==> config.mk <==
export PLATFORM = sky130hd
export DESIGN_NAME = ofdm_fft_sequencer
export DESIGN_NICKNAME = d
export VERILOG_FILES = /design/src/rtl/ofdm_fft_sequencer.sv
export SDC_FILE = /design/constraint.sdc
export NUM_CORES = 1
export LEC_CHECK = 0
export BUFFER_PORTS_ARGS = -buffer_cell sky130_fd_sc_hd__buf_2
export CELL_PAD_IN_SITES_DETAIL_PLACEMENT = 0
export CELL_PAD_IN_SITES_GLOBAL_PLACEMENT = 1
export CORE_MARGIN = 4
export CORE_UTILIZATION = 46
export CTS_BUF_LIST = sky130_fd_sc_hd__clkbuf_4 sky130_fd_sc_hd__clkbuf_8
export DETAILED_ROUTE_END_ITERATION = 16
export GPL_TIMING_DRIVEN = 0
export PLACE_DENSITY_LB_ADDON = 0.12
export SYNTH_ARGS = -nofsm -noshare
export SYNTH_HDL_FRONTEND = slang
export SYNTH_SLANG_ARGS = --single-unit
==> constraint.sdc <==
create_clock -name i_clk -period 4.9 [get_ports i_clk]
set_input_delay 0 -clock i_clk [delete_from_list [all_inputs] [get_ports i_clk]]
set_output_delay 0 -clock i_clk [all_outputs]
set_load 0.05 [all_outputs]
==> src/rtl/ofdm_fft_sequencer.sv <==
// rtl/ofdm_fft_sequencer.sv - collects four subcarrier samples, waits for FFT done pulses, presents the symbol
module ofdm_fft_sequencer #(
  parameter int N         = 16,
  parameter int DONE_SKIP = 2,
  parameter int TIMEOUT   = 255
) (
  input  logic             i_clk,
  input  logic             i_rst,
  input  logic             i_s_valid,
  output logic             o_s_ready,
  input  logic [N-1:0]     i_s_re,
  input  logic [N-1:0]     i_s_im,
  output logic [4*N-1:0]   o_sc_re,
  output logic [4*N-1:0]   o_sc_im,
  input  logic             i_fft_done,
  output logic             o_sym_valid,
  input  logic             i_sym_ready,
  output logic [7:0]       o_sym_cnt,
  output logic             o_busy,
  output logic             o_timeout_err
);

  typedef enum logic [1:0] {
    S_LOAD    = 2'd0,
    S_WAIT    = 2'd1,
    S_PRESENT = 2'd2
  } state_t;

  localparam logic [3:0] SKIP = 4'(DONE_SKIP);
  localparam logic [8:0] TMO  = 9'(TIMEOUT);

  state_t     state;
  logic [1:0] slot_cnt;
  logic [2:0] done_cnt;
  logic [7:0] cyc_cnt;

  // done_sum / cyc_sum are the counts including the current WAIT cycle
  logic [3:0] done_sum;
  logic [8:0] cyc_sum;
  assign done_sum = {1'b0, done_cnt} + {3'b000, i_fft_done};
  assign cyc_sum  = {1'b0, cyc_cnt} + 9'd1;

  // handshake outputs come straight from the state register
  assign o_s_ready   = (state == S_LOAD);
  assign o_sym_valid = (state == S_PRESENT);
  assign o_busy      = (state == S_WAIT) || (state == S_PRESENT);

  // sequencer FSM, slot capture, counters and sticky timeout flag
  always_ff @(posedge i_clk or negedge i_rst) begin
    if (!i_rst) begin
      state         <= S_LOAD;
      slot_cnt      <= 2'd0;
      done_cnt      <= 3'd0;
      cyc_cnt       <= 8'd0;
      o_sc_re       <= '0;
      o_sc_im       <= '0;
      o_sym_cnt     <= 8'd0;
      o_timeout_err <= 1'b0;
    end else begin
      case (state)
        S_LOAD: begin
          if (i_s_valid) begin
            o_sc_re[slot_cnt*N +: N] <= i_s_re;
            o_sc_im[slot_cnt*N +: N] <= i_s_im;
            slot_cnt                 <= slot_cnt + 2'd1;
            if (slot_cnt == 2'd3) begin
              // done pulses coincident with the last accept are not counted
              state    <= S_WAIT;
              done_cnt <= 3'd0;
              cyc_cnt  <= 8'd0;
            end
          end
        end
        S_WAIT: begin
          // a completing done pulse beats the timeout on the same cycle
          if (done_sum == SKIP) begin
            state <= S_PRESENT;
          end else if (cyc_sum == TMO) begin
            state         <= S_LOAD;
            o_timeout_err <= 1'b1;
          end else begin
            done_cnt <= done_sum[2:0];
            cyc_cnt  <= cyc_sum[7:0];
          end
        end
        S_PRESENT: begin
          if (i_sym_ready) begin
            state     <= S_LOAD;
            o_sym_cnt <= o_sym_cnt + 8'd1;
          end
        end
        default: state <= S_LOAD;
      endcase
    end
  end

endmodule
==> impl_metrics.py <==
metrics = {
    "run_status": {
        "status": "completed",
    },
    "clocking": {
        "numCtsBuffers": 17,
        "cts_setup_buffers": 0,
        "cts-root-buf": "clkbuf_8",
        "clk_latency_ns": 0.43,
        "clk_pin_slew_worst_paths_ns": 0.09,
        "cts_buffer_depth": 2,
        "htree_levels": 4,
        "cts_tree": "built",
        "cts_sinks": 152,
    },
    "route": {
        "antenna_left": 0,
        "vias": 4653,
        "drt-total-wl_mm": 15.9,
        "drt_iter0_drc": 266,
        "via_per_inst": 5.47,
        "dr.pass1.iters": 4,
        "drc": 0,
        "wl_per_cell_um": 18.7,
    },
    "pwr": {
        "clockPowerShare_pct": 16.9,
        "combPwrFrac_pct": 49.6,
        "switchingPower_w": 0.00294,
        "pwr-share-seq_pct": 33.5,
        "p_leak_nw": 4.23,
        "p_per_area_nw_per_um2": 756,
        "vdd_drop_max_uv": 436,
        "p_int_w": 0.00304,
        "p_sw_share_pct": 49.1,
    },
    "placement": {
        "dp_slack_ns": 2.58,
        "globalplace.congestion": 0.784,
        "io_buffer_count": 176,
        "dp_hpwl_mm": 11.2,
        "dpl_cell_area_um2": 7130,
    },
    "sta": {
        "worstMarginPinSlew_ns": 0.656,
        "fmax_mhz": 434,
        "finalClockSkew_ns": 0.0155,
        "period_needed_ns": 2.30,
        "setup_viol": 0,
        "hold_viol_final": 0,
        "slew_violations": 0,
        "tns_ns": 0,
        "worst_slack_ns": 2.60,
        "relSlewSlack_pct": 56.0,
        "rsz0062_at_grt": "false",
        "fin_crit_sh_pct": 47.0,
    },
    "worst_setup_path": {
        "r2r-start": "slot_cnt[0]",
        "startpoint_type": "register",
        "rr_worst_depth": 6,
        "crit-reg2reg-capture": "o_sc_re[6]",
        "cp_max_fo": 10,
        "critPathMaxStageDelay_ns": 0.51,
        "crit_type": "reg -> reg",
        "cp_slowest_cell": "dfrtp_1",
        "arrival_ns": 2.66,
        "crit_chain": "inv_1, ha_1, nand3_1, nor4b_4, buf_2, a22o_1",
        "critPathCaptureType": "register",
        "cp.required_ns": 5.26,
        "reg2reg_slack_ns": 2.60,
    },
    "worst_hold_path": {
        "hold_class": "in -> async",
    },
    "job": {
        "cap_violations": 0,
    },
    "floorplan": {
        "coreArea_um2": 12700,
        "rows": 41,
        "die_y_um": 122,
        "start_util_pct": 47.2,
        "die_w_um": 122,
        "io_pins": 177,
        "die-area_um2": 14900,
    },
    "global_routing": {
        "grt_pass1_vias": 4766,
        "grt.overflow.total": 0,
        "track_usage_pct": 22.0,
        "antenna_found_initial": 0,
        "grt_pass1_wl_mm": 25.6,
        "grt_max_degree": 86,
    },
    "logic_synthesis": {
        "yosys_warnings": 0,
        "yosys_most_used_dff": "dfrtp_1",
        "yosysSeqAreaShare_pct": 63.4,
        "netlist_instances": 435,
        "yosys.area.top_type": "dfrtp_1",
        "synth_fp_nets": 486,
        "avgSynthCellArea_um2": 13.8,
        "synthArstFlopShare_pct": 100,
        "ys_seq_elements": 152,
        "synth_cell_types": 44,
        "syn-cell-area_um2": 6000,
        "synth_edf_count": 0,
        "yosys-top-cells-area": "dfrtp_1 63%, a22o_1 19%, ha_1 2.9%",
        "synth_top_area_share_pct": 63.4,
    },
    "finish": {
        "num_antenna_cells": 0,
        "fin_area_um2": 7910,
        "fin_nets": 718,
        "layout-drive-gt1-share_pct": 35.5,
        "layout_common_cells": "186 x buf_2, 152 x dfrtp_1, 129 x a22o_1",
        "syn2layout_area_growth_pct": 31.8,
        "final_common_cell": "buf_2",
    },
}
through the flow:
stage	util (%)	total power, W	hold slack, ns	instances
3_3_place_gp	55.8	0.00492	0.270	783
2_1_floorplan	-	0.00422	-0.296	435
6_report	62.2	0.00598	0.130	851
4_1_cts	62.2	0.00603	0.137	851
3_5_place_dp	56.1	0.00498	0.0404	784
5_1_grt	62.2	0.00628	0.172	851
flip-flops by register name (all words and copies together), names as in the netlist:
signal,flops
cyc_cnt,8
o_sym_cnt,8
state,2
o_timeout_err,1
o_sc_re,64
o_sc_im,64
done_cnt,3
slot_cnt,2
cell type report:
class | count | area [um2]
plain buffers | 28 | 130
clock buffers | 21 | 277
clock inverters | 10 | 144
fillers | 1073 | 4810
inverters | 7 | 26.3
multi-input cells | 248 | 2040
flip-flops and latches | 152 | 3800
well taps | 172 | 215
repair buffers | 213 | 1270
worst max-delay path by stage:
stage / start / end / slack (ns)
after floorplan: state[0] / o_sc_im[0] / 2.77
after global placement: i_rst / o_sc_re[3] / 1.71
after detailed placement: slot_cnt[0] / o_sc_re[7] / 2.58
after CTS: slot_cnt[0] / o_sc_re[7] / 2.57
after global routing: slot_cnt[0] / o_sc_re[6] / 2.41
final: slot_cnt[0] / o_sc_re[6] / 2.60
power groups by stage:
stage,logic (W),registers [W],clock network (W)
3_5_place_dp,0.00296,0.00201,0
3_3_place_gp,0.00292,0.00200,0
5_1_grt,0.00312,0.00206,0.00110
2_1_floorplan,0.000821,0.00340,0
4_1_cts,0.00299,0.00200,0.00104
6_report,0.00296,0.00201,0.00101
per-layer routing:
metal / global-route usage (%) / up-vias / wire length, um
met5: 0 / - / 0
met4: 6.93 / 0 / 244
met3: 7.14 / 17 / 1180
met2: 33.3 / 149 / 7580
met1: 30.3 / 2371 / 6930
li1: - / 2116 / -
critical path, delay by kind of cell, from the launching register on:
kind | cells | cell delay [ns]
AND/OR/NAND/NOR | 2 | 0.76
buffers and inverters | 2 | 0.61
AO/OA/AOI/OAI | 1 | 0.18
flip-flops | 1 | 0.51
adder cells (fa/ha/maj) | 1 | 0.20
cells in the mapped netlist, drive strengths merged (2+ instances only):
cell,number
dfrtp,152
a22o,129
nand2,22
buf,14
clkbuf,14
ha,14
nand3,12
nor2,8
inv,7
a21oi,6
xnor2,6
a31o,4
a31oi,4
and3,4
nor4b,4
o21ai,4
mux2,3
nand3b,3
xor2,3
nand2b,2
nor4,2
o211ai,2
o221ai,2
o31ai,2
logic make-up (layout without fill, tap and decap cells):
group | after synthesis | count (layout) | share of synthesized area [%]
AOI/OAI and AO/OA | 159 | 159 | 22.7
DFF | 152 | 152 | 63.4
muxes | 4 | 4 | 0.730
adders and majority gates | 14 | 14 | 2.92
buffers and inverters | 35 | 279 | 2.61
xor gates and xnor gates | 9 | 9 | 1.31
and+or+nand+nor | 62 | 62 | 6.38
timing repair:
action,in CTS,in global routing
hold buffers,36,0
hold endpoints to repair,201,0
resized for setup,0,0
(Power assumes the default switching activity.)
